## src/rtl/apb2_bldc_master_pkg.sv

```systemverilog
// ---------------------------------------------------------------------------
// apb2_bldc_master_pkg
// Shared types and constants for the bldc APB2 bus. The master uses the
// state enum. The register map lives here so the master, the bldc slave and
// any software-facing bench all agree on the byte addresses.
// ---------------------------------------------------------------------------
package apb2_bldc_master_pkg;

    // APB2 initiator phases: idle, one-cycle SETUP, ACCESS until pready.
    typedef enum logic [1:0] {
        APBM_IDLE   = 2'd0,
        APBM_SETUP  = 2'd1,
        APBM_ACCESS = 2'd2
    } apb_master_state_t;

    // bldc register byte addresses. All are 4-byte aligned.
    localparam logic [7:0] BLDC_REG_STATUS  = 8'h00;
    localparam logic [7:0] BLDC_REG_CTRL    = 8'h04;
    localparam logic [7:0] BLDC_REG_DUTY    = 8'h08;
    localparam logic [7:0] BLDC_REG_PERIOD  = 8'h0c;
    localparam logic [7:0] BLDC_REG_SPEED   = 8'h10;
    localparam logic [7:0] BLDC_REG_POS     = 8'h14;
    localparam logic [7:0] BLDC_REG_FAULT   = 8'h18;
    localparam logic [7:0] BLDC_REG_TGT_POS = 8'h1c;

endpackage

```

## src/rtl/apb2_bldc_master.sv

```systemverilog
// ---------------------------------------------------------------------------
// apb2_bldc_master
// APB2 initiator for the bldc peripheral bus. It takes one command at a time
// on a valid/ready handshake, runs the APB2 SETUP and ACCESS phases, and
// reports completion on a one-cycle response strobe.
//
// Ports
//   pclk, preset                 clock (posedge) and async active-high reset
//   cmd_valid/cmd_ready          command handshake (single outstanding)
//   cmd_write/cmd_addr/cmd_wdata command contents
//   rsp_valid                    one-cycle completion strobe
//   rsp_rdata/rsp_err            read data (0 for writes) and slave error
//   rsp_timeout                  completion was forced by the wait timeout
//   psel/penable/pwrite/paddr/pwdata/pstrb/pprot   APB2 request outputs
//   prdata/pready/pslverr        APB2 slave response inputs
//
// Configuration
//   APB2_BLDC_MASTER_TIMEOUT_EN  when defined, an ACCESS phase that sees
//   pready low for timeout_cycles cycles is aborted with rsp_err and
//   rsp_timeout set. When undefined, ACCESS waits forever and rsp_timeout
//   is tied low.
// ---------------------------------------------------------------------------
module apb2_bldc_master
    import apb2_bldc_master_pkg::*;
#(
    parameter int data_width     = 32,
    parameter int addr_width     = 8,
    parameter int timeout_cycles = 256
) (
    input  logic                      pclk,
    input  logic                      preset,
    input  logic                      cmd_valid,
    output logic                      cmd_ready,
    input  logic                      cmd_write,
    input  logic [addr_width-1:0]     cmd_addr,
    input  logic [data_width-1:0]     cmd_wdata,
    output logic                      rsp_valid,
    output logic [data_width-1:0]     rsp_rdata,
    output logic                      rsp_err,
    output logic                      rsp_timeout,
    output logic                      psel,
    output logic                      penable,
    output logic                      pwrite,
    output logic [addr_width-1:0]     paddr,
    output logic [data_width-1:0]     pwdata,
    output logic [data_width/8-1:0]   pstrb,
    output logic [2:0]                pprot,
    input  logic [data_width-1:0]     prdata,
    input  logic                      pready,
    input  logic                      pslverr
);

    localparam int StrbW = data_width / 8;

    // Clears the two low address bits so every access is word aligned.
    localparam logic [addr_width-1:0] AlignMask = ~{{(addr_width-2){1'b0}}, 2'b11};

    apb_master_state_t           state_q, state_d;
    logic                        psel_q, psel_d;
    logic                        penable_q, penable_d;
    logic                        pwrite_q, pwrite_d;
    logic [addr_width-1:0]       paddr_q, paddr_d;
    logic [data_width-1:0]       pwdata_q, pwdata_d;
    logic [StrbW-1:0]            pstrb_q, pstrb_d;
    logic                        rspValid_q, rspValid_d;
    logic [data_width-1:0]       rspRdata_q, rspRdata_d;
    logic                        rspErr_q, rspErr_d;

`ifdef APB2_BLDC_MASTER_TIMEOUT_EN
    localparam int CntW = $clog2(timeout_cycles) + 1;
    localparam logic [CntW-1:0] CntLast = CntW'(timeout_cycles - 1);

    logic [CntW-1:0]             waitCnt_q, waitCnt_d;
    logic                        rspTimeout_q, rspTimeout_d;
`endif

    // State and registered bus outputs. Reset drops psel/penable at once,
    // so a transfer cut by reset never produces a response.
    always_ff @(posedge pclk or posedge preset) begin
        if (preset) begin
            state_q      <= APBM_IDLE;
            psel_q       <= 1'b0;
            penable_q    <= 1'b0;
            pwrite_q     <= 1'b0;
            paddr_q      <= '0;
            pwdata_q     <= '0;
            pstrb_q      <= '0;
            rspValid_q   <= 1'b0;
            rspRdata_q   <= '0;
            rspErr_q     <= 1'b0;
`ifdef APB2_BLDC_MASTER_TIMEOUT_EN
            waitCnt_q    <= '0;
            rspTimeout_q <= 1'b0;
`endif
        end else begin
            state_q      <= state_d;
            psel_q       <= psel_d;
            penable_q    <= penable_d;
            pwrite_q     <= pwrite_d;
            paddr_q      <= paddr_d;
            pwdata_q     <= pwdata_d;
            pstrb_q      <= pstrb_d;
            rspValid_q   <= rspValid_d;
            rspRdata_q   <= rspRdata_d;
            rspErr_q     <= rspErr_d;
`ifdef APB2_BLDC_MASTER_TIMEOUT_EN
            waitCnt_q    <= waitCnt_d;
            rspTimeout_q <= rspTimeout_d;
`endif
        end
    end

    // Next-state logic. Bus outputs hold by default, so address and data
    // stay stable through ACCESS and keep their last value afterwards. The
    // response flags default low, which makes rsp_valid a single-cycle pulse.
    always_comb begin
        state_d      = state_q;
        psel_d       = psel_q;
        penable_d    = penable_q;
        pwrite_d     = pwrite_q;
        paddr_d      = paddr_q;
        pwdata_d     = pwdata_q;
        pstrb_d      = pstrb_q;
        rspValid_d   = 1'b0;
        rspRdata_d   = rspRdata_q;
        rspErr_d     = 1'b0;
`ifdef APB2_BLDC_MASTER_TIMEOUT_EN
        waitCnt_d    = waitCnt_q;
        rspTimeout_d = 1'b0;
`endif

        case (state_q)
            APBM_IDLE: begin
                if (cmd_valid) begin
                    paddr_d   = cmd_addr & AlignMask;
                    pwdata_d  = cmd_wdata;
                    pwrite_d  = cmd_write;
                    pstrb_d   = cmd_write ? {StrbW{1'b1}} : {StrbW{1'b0}};
                    psel_d    = 1'b1;
                    penable_d = 1'b0;
                    state_d   = APBM_SETUP;
                end
            end

            APBM_SETUP: begin
                penable_d = 1'b1;
                state_d   = APBM_ACCESS;
`ifdef APB2_BLDC_MASTER_TIMEOUT_EN
                waitCnt_d = '0;
`endif
            end

            APBM_ACCESS: begin
                if (pready) begin
                    psel_d     = 1'b0;
                    penable_d  = 1'b0;
                    pstrb_d    = '0;
                    rspValid_d = 1'b1;
                    rspRdata_d = pwrite_q ? '0 : prdata;
                    rspErr_d   = pslverr;
                    state_d    = APBM_IDLE;
                end
`ifdef APB2_BLDC_MASTER_TIMEOUT_EN
                // The final allowed wait cycle has passed without pready.
                else if (waitCnt_q == CntLast) begin
                    psel_d       = 1'b0;
                    penable_d    = 1'b0;
                    pstrb_d      = '0;
                    rspValid_d   = 1'b1;
                    rspRdata_d   = '0;
                    rspErr_d     = 1'b1;
                    rspTimeout_d = 1'b1;
                    state_d      = APBM_IDLE;
                end else begin
                    waitCnt_d = waitCnt_q + 1'b1;
                end
`endif
            end

            default: begin
                psel_d    = 1'b0;
                penable_d = 1'b0;
                state_d   = APBM_IDLE;
            end
        endcase
    end

    // Ready is decoded from state, so it rises in the same cycle as rsp_valid
    // and a back-to-back command can be taken then.
    assign cmd_ready = (state_q == APBM_IDLE);
    assign psel      = psel_q;
    assign penable   = penable_q;
    assign pwrite    = pwrite_q;
    assign paddr     = paddr_q;
    assign pwdata    = pwdata_q;
    assign pstrb     = pstrb_q;
    assign pprot     = 3'b000;
    assign rsp_valid = rspValid_q;
    assign rsp_rdata = rspRdata_q;
    assign rsp_err   = rspErr_q;
`ifdef APB2_BLDC_MASTER_TIMEOUT_EN
    assign rsp_timeout = rspTimeout_q;
`else
    assign rsp_timeout = 1'b0;
`endif

endmodule

```

## config.mk

```make
export PLATFORM = sky130hd
export DESIGN_NAME = apb2_bldc_master
export DESIGN_NICKNAME = d
export VERILOG_FILES = /design/src/rtl/apb2_bldc_master_pkg.sv /design/src/rtl/apb2_bldc_master.sv
export SDC_FILE = /design/constraint.sdc
export NUM_CORES = 1
export LEC_CHECK = 0
export CORE_UTILIZATION = 39
export CTS_CLUSTER_SIZE = 25
export DETAILED_ROUTE_END_ITERATION = 10
export GPL_ROUTABILITY_DRIVEN = 0
export PLACE_DENSITY = 0.8
export SLEW_MARGIN = 20
export SYNTH_ARGS = -nofsm -noshare
export SYNTH_HDL_FRONTEND = slang
export SYNTH_SLANG_ARGS = --single-unit
```

## constraint.sdc

```tcl
create_clock -name pclk -period 3.65 [get_ports pclk]
set_clock_uncertainty 0.2 [all_clocks]
set_input_delay 0.73 -clock pclk [delete_from_list [all_inputs] [get_ports pclk]]
set_output_delay 0.73 -clock pclk [all_outputs]
set_load 0.02 [all_outputs]
```

==> metrics.md <==
| Metric | Value |
|---|---|
| Clock Path Buffers | 2 |
| Fin nets | between 400 and 500 |
| Area delta synth->final | 56.95% |
| Switch Pwr | about 1.5 mW |
| Core area | 7370 sq um |
| Post-DP HPWL | 4.772 mm |
| Hold WC Path Type | reg2reg |
| Synth area leader | dfrtp_1 |
| Post-synth EDFFs | 0 |
| Global-route track usage on met1 | between 20% and 30% |
| Hold Path Depth | 2 |
| Post-CTS resize count | 0 |
| Pre-Repair DR Iteration Count | 5 |
| Critical Path Start Type | register |
| Asr flop ratio synth | 100.0% |
| Peak supply drop | about 410 uV |
| Antenna cells | 0 |
| First-pass GRT wire length | 11.36 mm |
| Post-layout util | between 60% and 70% |
| Top cell type's share of synthesized area | between 60 and 70% |
| Yosys reg bits | a little under 80 |
| Register area share after synthesis | a little under two thirds |
| Top post-synthesis cells by area | dfrtp_1, mux2_2, nand2_1, o21ai_0, buf_4 |
| Post-CTS Hold Buffers | 0 |
| Total power | between 3 and 4 mW |
| Final worst path period share | between 60% and 70% |
| Post-synth top flop | dfrtp_1 |
| Core Rows | 31 |
| Final hold violation count | 0 |
| Most frequent cells in the layout | clkdlybuf4s50_1, dfrtp_1, nand2_1, mux2_2, o21ai_0 |
| Yosys cell types | 20 |
| Setup ws final | ~1200 ps |
| Status | finished clean |
| Final setup TNS | 0 ps |
| Max Freq | just over 400 MHz |
| PwrDens | about 830 nW/um^2 |
| Clock sinks | between 70 and 80 |
| Fin. max-slew vios | 0 |
| # IOs | ~160 |
| Area share of fa/ha/maj cells after synthesis | 0% |
| Synthesized instance count | ~250 |
| M2 GR Usage | roughly 29% |
| Mux share of post-synthesis cell area | approximately 14% |
| GR Util met3 | ~4.6% |
| Final Setup Violations | 0 |
| Vias after detailed routing | approximately 2.3k |
| Largest net degree at the start of global routing | 66 |
| Simple-gate share of the synthesized area | roughly a tenth |
| GRT Total Usage | ~18% |
| CTS clk-pin slew, worst paths | 70 ps |
| Avg WL per Cell | 12.94 microns |
| Die Y | 90.17 microns |
| Initial antenna violation count | 0 |
| Starting density of the core | approximately two fifths |
| RSZ-0062 raised after global routing | no |
| Clock latency on the worst-skew pair | approximately 320 ps |
| Total CTS buffers | 9 |
| XOR/XNOR Fraction of Synth Area | 0% |
| Post-Route WL | between 6 and 7 mm |
| CP max FO | 6 |
| Max-Cap Viols | 0 |
| GRT Max-Usage Layer | met2 |
| Critical Path RT | ~2700 ps |
| Worst Max-Slew Pin Slew | about 950 ps |
| Sw frac | between 30% and 40% |
| Slew headroom | between 30% and 40% |
| CTS tree | done |
| Minimum clock period | 2459 ps |
| Dpl ws | 1149 ps |
| Synth Area in Compound Gates | under 10% |
| Layout cells sized above 1 | a little over an eighth |
| Mean Syn Cell Area | 11.94 sq um |
| Main combinational cell family by area after synthesis | multiplexers |
| Antenna Nets Post-Route | 0 |
| Worst Path Arrival | 1530 ps |
| IO Port Bufs | 155 |
| DRC errors left | 0 |
| YS warnings | 0 |
| Crit Path Class | reg2out |
| Die span in x | about 90 microns |
| FF-to-FF path depth | 3 |
| DIE AREA | roughly 8100 sq um |
| Logic gate share of total power | between 50 and 60% |
| Clock network power share | ~13% |
| CTS Root Cell | clkbuf_8 |
| Vias per cell | 4.457 |
| CP Capture Type | primary output |
| Sequential power share | 36.3% |
| Total grt overflow | 0 |
| Vias in the first global route | about 2.3k |
| DRT iter0 DRCs | between 40 and 50 |
| Post-CTS Setup Repair Bufs | 0 |
| Post-Syn Area | approximately 3000 sq um |
| Most common cell after layout, fill and taps aside | clkdlybuf4s50_1 |
| P_int | 2.506 mW |
| Leakage | just over 2 nW |
| Clock H-tree levels | 3 |
[cells by family after synthesis]
group	after synthesis
compound gates	36
buf+inv	28
flops	77
mux	39
other cells	1
simple gates	73
[power groups by stage]
stage	Sequential [mW]	Combinational, mW	Clock (mW)
4_1_cts	1.44	2.05	0.535
5_1_grt	1.50	2.18	0.564
6_report	1.44	2.03	0.505
3_5_place_dp	1.46	2.05	0
3_3_place_gp	1.44	2.02	0
2_1_floorplan	1.92	0.622	0
[final cells by class]
type | count | area [sq um]
Timing Repair Buffer | 159 | 1594
Multi-Input combinational cell | 154 | 947.2
Clock inverter | 3 | 15.01
Clock buffer | 11 | 131.4
Fill cell | 588 | 2611
Inverter | 5 | 20.02
Tap cell | 99 | 123.9
Sequential cell | 77 | 1927
[Yosys cell counts, types with 2 or more instances]
cell      number
buf_2          5
buf_4          9
buf_6          4
clkbuf_1       4
dfrtp_1       77
inv_1          5
mux2_1         3
mux2_2        36
nand2_1       66
nor2_1         2
o21ai_0       34
[state kept, by name, indices dropped and copies added, names as in the netlist, 2 cells and up]
name	count
pwdata	32
rsp_rdata	32
paddr	6
state_q	2
[worst paths after layout]
kind                                             endpoint  slack (ps)                 startpoint
worst min-delay path            rsp_rdata[27]$_DFFE_PP0P_         280  rsp_rdata[27]$_DFFE_PP0P_
min in group asynchronous          pwdata[31]$_DFFE_PP0P_         600                     preset
worst min register to register  rsp_rdata[27]$_DFFE_PP0P_         280  rsp_rdata[27]$_DFFE_PP0P_
worst max-delay path                            cmd_ready        1190     state_q[0]$_DFFE_PP0P_
worst max register to register      pwdata[3]$_DFFE_PP0P_        1920     state_q[0]$_DFFE_PP0P_
max in group asynchronous          pwdata[21]$_DFFE_PP0P_        2010                     preset
[layer usage]
| layer | vias to the layer above | routed length, microns |
|---|---|---|
| met4 | 0 | 87 |
| li1 | 1124 | - |
| met3 | 9 | 497 |
| met1 | 1031 | 2782 |
| met2 | 100 | 3204 |
| met5 | - | 0 |
[metrics by stage]
stage                     hold slack [ps]  instances  cell area, sq um
after floorplan                     339.8        259              3050
after global placement              259.3        494              4612
after detailed placement            269.1        494              4612
after CTS                           284.2        508              4758
after global routing                305.1        508              4758
final                               277.5        508              4758
[critical path: stages (launching register included)]
cell and delay [ps]:
dfrtp_1 460, nor2_1 130, clkdlybuf4s50_1 620
Power figures use the tool's default switching activity.
